--- config.mk ---
export PLATFORM = sky130hd
export DESIGN_NAME = enigma_core
export DESIGN_NICKNAME = d
export VERILOG_FILES = /design/src/rtl/enigma_pkg.sv /design/src/rtl/rotor_map.sv /design/src/rtl/enigma_core.sv
export SDC_FILE = /design/constraint.sdc
export NUM_CORES = 1
export LEC_CHECK = 0
export BUFFER_PORTS_ARGS = -buffer_cell sky130_fd_sc_hd__buf_2
export CORE_ASPECT_RATIO = 1.5
export CORE_MARGIN = 5
export CORE_UTILIZATION = 31
export CTS_CLUSTER_SIZE = 12
export DETAILED_ROUTE_END_ITERATION = 6
export HOLD_SLACK_MARGIN = 0.05
export PLACE_DENSITY = 0.53
export RECOVER_POWER = 25
export SKIP_LAST_GASP = 1
export SLEW_MARGIN = 20
export SYNTH_ARGS = -nofsm -noshare
export SYNTH_HDL_FRONTEND = slang
export SYNTH_SLANG_ARGS = --single-unit
--- constraint.sdc ---
create_clock -name CLOCK_50 -period 9.07 [get_ports CLOCK_50]
set_input_delay 0.4535 -clock CLOCK_50 [delete_from_list [all_inputs] [get_ports CLOCK_50]]
set_output_delay 0.4535 -clock CLOCK_50 [all_outputs]
set_load 0.02 [all_outputs]
--- src/rtl/enigma_pkg.sv ---
// Shared letter type, FSM states, rotor/reflector wiring and mod-26 helpers
// used by enigma_core and its rotor_map datapath.
package enigma_pkg;

    typedef logic [4:0] letter_t;

    typedef enum logic [3:0] {
        S_IDLE, S_STEP, S_FR, S_FM, S_FL, S_REFL, S_BL, S_BM, S_BR, S_DONE
    } state_e;

    typedef enum logic [1:0] {
        ROT_I, ROT_II, ROT_III, ROT_REFL
    } rotor_e;

    localparam letter_t NOTCH_I     = 5'd16;
    localparam letter_t NOTCH_II    = 5'd4;
    localparam letter_t NOTCH_III   = 5'd21;
    localparam letter_t LAST_LETTER = 5'd25;
    localparam letter_t NUM_LETTERS = 5'd26;

    // Wiring tables indexed by contact letter A=0 .. Z=25
    localparam letter_t ROTOR_I_FWD [0:25] = '{
        5'd4,  5'd10, 5'd12, 5'd5,  5'd11, 5'd6,  5'd3,  5'd16, 5'd21, 5'd25, 5'd13, 5'd19, 5'd14,
        5'd22, 5'd24, 5'd7,  5'd23, 5'd20, 5'd18, 5'd15, 5'd0,  5'd8,  5'd1,  5'd17, 5'd2,  5'd9};
    localparam letter_t ROTOR_I_INV [0:25] = '{
        5'd20, 5'd22, 5'd24, 5'd6,  5'd0,  5'd3,  5'd5,  5'd15, 5'd21, 5'd25, 5'd1,  5'd4,  5'd2,
        5'd10, 5'd12, 5'd19, 5'd7,  5'd23, 5'd18, 5'd11, 5'd17, 5'd8,  5'd13, 5'd16, 5'd14, 5'd9};
    localparam letter_t ROTOR_II_FWD [0:25] = '{
        5'd0,  5'd9,  5'd3,  5'd10, 5'd18, 5'd8,  5'd17, 5'd20, 5'd23, 5'd1,  5'd11, 5'd7,  5'd22,
        5'd19, 5'd12, 5'd2,  5'd16, 5'd6,  5'd25, 5'd13, 5'd15, 5'd24, 5'd5,  5'd21, 5'd14, 5'd4};
    localparam letter_t ROTOR_II_INV [0:25] = '{
        5'd0,  5'd9,  5'd15, 5'd2,  5'd25, 5'd22, 5'd17, 5'd11, 5'd5,  5'd1,  5'd3,  5'd10, 5'd14,
        5'd19, 5'd24, 5'd20, 5'd16, 5'd6,  5'd4,  5'd13, 5'd7,  5'd23, 5'd12, 5'd8,  5'd21, 5'd18};
    localparam letter_t ROTOR_III_FWD [0:25] = '{
        5'd1,  5'd3,  5'd5,  5'd7,  5'd9,  5'd11, 5'd2,  5'd15, 5'd17, 5'd19, 5'd23, 5'd21, 5'd25,
        5'd13, 5'd24, 5'd4,  5'd8,  5'd22, 5'd6,  5'd0,  5'd10, 5'd12, 5'd20, 5'd18, 5'd16, 5'd14};
    localparam letter_t ROTOR_III_INV [0:25] = '{
        5'd19, 5'd0,  5'd6,  5'd1,  5'd15, 5'd2,  5'd18, 5'd3,  5'd16, 5'd4,  5'd20, 5'd5,  5'd21,
        5'd13, 5'd25, 5'd7,  5'd24, 5'd8,  5'd23, 5'd9,  5'd22, 5'd11, 5'd17, 5'd10, 5'd14, 5'd12};
    localparam letter_t REFLECTOR_B [0:25] = '{
        5'd24, 5'd17, 5'd20, 5'd7,  5'd16, 5'd18, 5'd11, 5'd3,  5'd15, 5'd23, 5'd13, 5'd6,  5'd14,
        5'd10, 5'd12, 5'd8,  5'd4,  5'd1,  5'd5,  5'd25, 5'd2,  5'd22, 5'd21, 5'd9,  5'd0,  5'd19};

    // Kept within 5 bits: compare against the complement instead of forming a+b
    function automatic letter_t addMod26(input letter_t a, input letter_t b);
        letter_t comp;
        comp = NUM_LETTERS - b;
        if (a >= comp) return a - comp;
        return a + b;
    endfunction

    function automatic letter_t subMod26(input letter_t a, input letter_t b);
        if (a >= b) return a - b;
        return a + (NUM_LETTERS - b);
    endfunction

    function automatic letter_t incMod26(input letter_t a);
        if (a == LAST_LETTER) return 5'd0;
        return a + 5'd1;
    endfunction

endpackage

--- src/rtl/rotor_map.sv ---
// One substitution through a rotor (either direction) or the reflector,
// shifted by the rotor position; shared by every stage of the core.
module rotor_map
    import enigma_pkg::*;
(
    input  logic [4:0] i_letter,
    input  logic [4:0] i_pos,
    input  logic [1:0] i_sel,
    input  logic       i_inv,
    output logic [4:0] o_letter
);

    rotor_e  w_sel;
    letter_t w_shifted;
    letter_t w_wired;

    assign w_sel = rotor_e'(i_sel);

    always_comb begin
        w_shifted = addMod26(i_letter, i_pos);
        w_wired   = w_shifted;
        case (w_sel)
            ROT_I:   w_wired = i_inv ? ROTOR_I_INV[w_shifted]   : ROTOR_I_FWD[w_shifted];
            ROT_II:  w_wired = i_inv ? ROTOR_II_INV[w_shifted]  : ROTOR_II_FWD[w_shifted];
            ROT_III: w_wired = i_inv ? ROTOR_III_INV[w_shifted] : ROTOR_III_FWD[w_shifted];
            default: w_wired = REFLECTOR_B[w_shifted];
        endcase
        o_letter = subMod26(w_wired, i_pos);
    end

endmodule

--- src/rtl/enigma_core.sv ---
// Three-rotor Enigma engine: steps on a clean keypress, then walks one letter
// through rotors/reflector one stage per cycle. ENIGMA_ROTOR_SET_EN adds a rotor load port.
module enigma_core
    import enigma_pkg::*;
#(
    parameter int INIT_R = 0,
    parameter int INIT_M = 0,
    parameter int INIT_L = 0
) (
    input  logic        CLOCK_50,
    input  logic        resetn,
    input  logic [25:0] key,
`ifdef ENIGMA_ROTOR_SET_EN
    input  logic        set_en,
    input  logic [1:0]  set_sel,
    input  logic [4:0]  set_pos,
`endif
    output logic [25:0] lamp,
    output logic [4:0]  state1,
    output logic [4:0]  state2,
    output logic [4:0]  state3,
    output logic        busy
);

    localparam letter_t RESET_R = letter_t'(INIT_R);
    localparam letter_t RESET_M = letter_t'(INIT_M);
    localparam letter_t RESET_L = letter_t'(INIT_L);

    state_e      r_state;
    state_e      w_nextState;
    logic [25:0] r_keyQ;
    logic [25:0] r_keyPrev;
    logic [25:0] r_lamp;
    letter_t     r_posR;
    letter_t     r_posM;
    letter_t     r_posL;
    letter_t     r_letter;
    letter_t     w_keyIndex;
    letter_t     w_mapPos;
    letter_t     w_mapOut;
    logic [1:0]  w_mapSel;
    logic        w_mapInv;
    logic        w_mapActive;
    logic        w_busy;
    logic        w_keyZero;
    logic        w_keyOneHot;
    logic        w_press;

    assign w_keyZero   = (r_keyQ == '0);
    assign w_keyOneHot = !w_keyZero && ((r_keyQ & (r_keyQ - 26'd1)) == '0);
    assign w_press     = (r_state == S_IDLE) && w_keyOneHot && (r_keyPrev == '0);

    always_comb begin
        w_keyIndex = '0;
        for (int i = 0; i < 26; i++) begin
            if (r_keyQ[i]) w_keyIndex = 5'(i);
        end
    end

    always_ff @(posedge CLOCK_50 or negedge resetn) begin
        if (!resetn) begin
            r_keyQ    <= '0;
            r_keyPrev <= '0;
        end else begin
            r_keyQ    <= key;
            r_keyPrev <= r_keyQ;
        end
    end

    always_ff @(posedge CLOCK_50 or negedge resetn) begin
        if (!resetn) r_state <= S_IDLE;
        else         r_state <= w_nextState;
    end

    // Each substitution stage selects which rotor/position the shared map sees
    always_comb begin
        w_nextState = r_state;
        w_busy      = 1'b1;
        w_mapActive = 1'b1;
        w_mapSel    = ROT_III;
        w_mapPos    = '0;
        w_mapInv    = 1'b0;
        case (r_state)
            S_IDLE: begin
                w_busy      = 1'b0;
                w_mapActive = 1'b0;
                if (w_press) w_nextState = S_STEP;
            end
            S_STEP: begin
                w_mapActive = 1'b0;
                w_nextState = S_FR;
            end
            S_FR: begin
                w_mapPos    = r_posR;
                w_nextState = S_FM;
            end
            S_FM: begin
                w_mapSel    = ROT_II;
                w_mapPos    = r_posM;
                w_nextState = S_FL;
            end
            S_FL: begin
                w_mapSel    = ROT_I;
                w_mapPos    = r_posL;
                w_nextState = S_REFL;
            end
            S_REFL: begin
                w_mapSel    = ROT_REFL;
                w_nextState = S_BL;
            end
            S_BL: begin
                w_mapSel    = ROT_I;
                w_mapPos    = r_posL;
                w_mapInv    = 1'b1;
                w_nextState = S_BM;
            end
            S_BM: begin
                w_mapSel    = ROT_II;
                w_mapPos    = r_posM;
                w_mapInv    = 1'b1;
                w_nextState = S_BR;
            end
            S_BR: begin
                w_mapPos    = r_posR;
                w_mapInv    = 1'b1;
                w_nextState = S_DONE;
            end
            default: begin
                w_busy      = 1'b0;
                w_mapActive = 1'b0;
                w_nextState = S_IDLE;
            end
        endcase
    end

    rotor_map u_rotor_map (
        .i_letter (r_letter),
        .i_pos    (w_mapPos),
        .i_sel    (w_mapSel),
        .i_inv    (w_mapInv),
        .o_letter (w_mapOut)
    );

`ifdef ENIGMA_ROTOR_SET_EN
    logic w_setLoad;
    assign w_setLoad = (r_state == S_IDLE) && !w_press && set_en &&
                       (set_sel != 2'd3) && (set_pos <= LAST_LETTER);
`endif

    // Middle steps on the right notch or its own notch; the latter also drags the left rotor
    always_ff @(posedge CLOCK_50 or negedge resetn) begin
        if (!resetn) begin
            r_posR   <= RESET_R;
            r_posM   <= RESET_M;
            r_posL   <= RESET_L;
            r_letter <= '0;
            r_lamp   <= '0;
        end else begin
            if (w_press)          r_letter <= w_keyIndex;
            else if (w_mapActive) r_letter <= w_mapOut;

            if (r_state == S_STEP) begin
                r_posR <= incMod26(r_posR);
                if ((r_posR == NOTCH_III) || (r_posM == NOTCH_II)) r_posM <= incMod26(r_posM);
                if (r_posM == NOTCH_II) r_posL <= incMod26(r_posL);
            end
`ifdef ENIGMA_ROTOR_SET_EN
            else if (w_setLoad) begin
                case (set_sel)
                    2'd0:    r_posR <= set_pos;
                    2'd1:    r_posM <= set_pos;
                    default: r_posL <= set_pos;
                endcase
            end
`endif

            if (r_state == S_BR) r_lamp <= w_keyZero ? '0 : (26'd1 << w_mapOut);
            else if (w_keyZero)  r_lamp <= '0;
        end
    end

    assign lamp   = r_lamp;
    assign state1 = r_posR;
    assign state2 = r_posM;
    assign state3 = r_posL;
    assign busy   = w_busy;

endmodule
==> results.cfg <==
[setup_path]
critPathBufInv = 4
worstSetupPathType = flip-flop to flip-flop
worst_r2r_endpoint = lamp[15]
worst_path_max_delay_cell = dfrtp_1
crit_family = compound AO/OA/AOI/OAI gates
crit_fanout = 15
start_kind = flip-flop
endpoint_kind = flip-flop
required_ns = 9.31
r2r_slack_ns = 0.69
crit_path_max_incr_delay_ns = 0.54
cp.arrival_ns = 8.62
reg2reg_depth = 31
r2r-start = r_state[0]

[pwr]
p_int_mw = 0.6972
clkPwrFrac = 0.387
seqPwrFrac = 0.518
pwr-share-comb = 0.095
vdd_ir_drop_max_mv = 0.1062
p_switching_mw = 0.2605
p_total_mw = 0.9577
p_per_area_nw_per_um2 = 118.8
swShare = 0.2720
power_leakage_nw = 3.504

[floorplanning]
dieArea_um2 = 26080
die_w_um = 133.5
coreArea_um2 = 22470
num_rows = 67
io_pins = 70
die_y_um = 195.3
start_util = 0.3159

[detailed_routing]
ant_nets = 0
wl_per_cell_um = 19.33
firstDrtPassIters = 5
routed_wl_um = 22620
routedLengthMet1_um = 8187
vias = 6815
topRoutingLayerUsed = met4
met3_length_um = 1034
routed_via_density = 5.825
drt-initial-drc-count = 826
met2_length_um = 12200
drc = 0

[layout]
drive_gt1_frac = 0.1588
insertedDiodeCount = 0
final_cell_mix = dfrtp_1, nand2_1, buf_2
final_area_um2 = 8063
nets = 959
syn_to_final_growth_pct = 13.61
mostFrequentLayoutCell = dfrtp_1
nFillCells = 2380

[timing]
tightest_slew_ns = 1.790
fmax_mhz = 119.3
skew_ns = 0.01237
hold_ws_ns = 0.1940
setup_viol = 0
slew_violations = 38
finalSetupTns_ns = 0
period_share = 0.9243
rsz0062_at_grt = false
hold_viol_final = 0
min_period_ns = 8.384
relSlewSlack = -0.1931

[worst_hold_path]
hold_end = r_keyQ[0]
hold-path-cell-count = 1
hp-start = key[0]
hp-class = primary input to flip-flop

[clock_tree]
ctsHtreeMaxLevel = 3
cts_tree = yes
cts_sinks = 102
cts-root-buf = clkbuf_16
cts.clk_slew.worst_paths_ns = 0.08
numCtsBuffers = 9
clock_path_buffers = 2
clk_latency_ns = 0.36

[placement]
gp_congestion = 1.012
port_buffers = 69
dp_hpwl_um = 17110
placed_area_um2 = 7726

[logic_synthesis]
syn_nets = 904
ys_seq_area_frac = 0.3597
netlist_instances = 834
async_flop_share = 1.000
ys_ff_latch = 102
syn_area_um2 = 7097
syn_area_per_cell_um2 = 8.509
synth.distinct_cells = 85
synth_flop_cell = dfrtp_1
yosys_warnings = 0
synth-edff-count = 0

[run_status]
outcome = finished with violations
violations = capacitance limit, slew limit

[grt]
grt_pass1_vias = 6779
overflow = 0
antenna_found_initial = 0
grtUsageTotal = 0.1727
grt_max_degree = 67
grt_pass1_wl_um = 36250

[run]
max_cap_viol_count = 1
stage by stage:
stage | worst slack [ns] | std cells | utilization
2_1_floorplan | 1.617 | 834 | -
3_3_place_gp | 0.4827 | 1149 | 0.3439
3_5_place_dp | 0.1857 | 1149 | 0.3439
4_1_cts | 0.1334 | 1166 | 0.3569
5_1_grt | 0.06417 | 1170 | 0.3589
6_report | 0.6864 | 1170 | 0.3589
final cells by class:
cell class                 instances  area (µm²)  area share
timing repair buffer              91       524.3     0.06502
clock inverter                     6       52.55    0.006518
inverter                          37       138.9     0.01723
sequential                       102        2554      0.3167
clock buffer                      10       229.0     0.02840
multi-input combinational        648        4219      0.5233
tap                              276       345.3     0.04283
cell usage after synthesis, types with 10 or more instances:
library cell    n  share of area
nor3_1         25          0.018
nor2_1         66          0.035
a211oi_1       11          0.012
nand3_1        21          0.015
a21o_1         10          0.011
a31oi_1        14          0.012
ha_1           38          0.067
o21ai_1        12         0.0085
nand2_1       100          0.053
o21ai_2        10          0.012
a21oi_1        53          0.037
inv_1          36          0.019
nand4_1        12          0.011
o211ai_1       12          0.013
clkbuf_1       30          0.016
nor4_1         11         0.0097
o21ai_0        51          0.036
o22ai_1        13          0.011
dfrtp_1       102           0.36
power by group through the flow:
stage | sequential (mW) | clock (mW) | combinational, mW
floorplan | 0.493 | 0 | 0.0646
detailed placement | 0.505 | 0 | 0.0932
CTS | 0.496 | 0.382 | 0.0938
global route | 0.499 | 0.400 | 0.103
finish | 0.496 | 0.371 | 0.0913
global placement | 0.505 | 0 | 0.0922
repair_timing:
action	in CTS	in global routing
hold buffers	1	0
endpoints found under the hold margin	21	0
setup endpoints to repair	0	28
buffers inserted	0	4
gates resized for setup	0	2
routing by layer:
metal / vias up / global-route usage
met3: 81 / 0.02240
met5: - / 0
met1: 3283 / 0.1830
met4: 0 / 0.09836
li1: 3205 / -
met2: 246 / 0.3244
flip-flops by register name, summed over array words and instances, names as in the netlist:
register and flops:
lamp 26, state3 5, state1 5, r_keyQ 26, state2 5, r_keyPrev 26
r_letter 5, r_state 4
worst max-delay path by stage:
stage               startpoint  endpoint  depth (start not counted)
finish              r_state[0]  lamp[15]                         31
global route        r_state[0]  lamp[14]                         32
CTS                 r_state[3]   lamp[8]                         29
detailed placement  r_state[3]   lamp[5]                         29
global placement    r_state[3]   lamp[9]                         29
floorplan           r_state[3]   lamp[0]                         37
worst register-to-register path, delay by kind of cell, from the launching register on:
family                     cells  cell delay [ns]
xor gates and xnor gates       1             0.21
adders and majority gates      4             1.37
buffers and inverters          4             0.69
AOI/OAI and AO/OA             14             3.66
and+or+nand+nor                8             1.75
DFF                            1             0.54
logic make-up (layout without fill, tap and decap cells):
kind of cell / Yosys count / after routing / synth area share
buffers and inverters: 84 / 144 / 0.04901
AOI/OAI and AO/OA: 277 / 277 / 0.2692
xor gates and xnor gates: 18 / 18 / 0.02222
DFF: 102 / 102 / 0.3597
adders and majority gates: 42 / 42 / 0.07828
and+or+nand+nor: 304 / 304 / 0.2112
muxes: 7 / 7 / 0.01040
(Power assumes the default switching activity.)
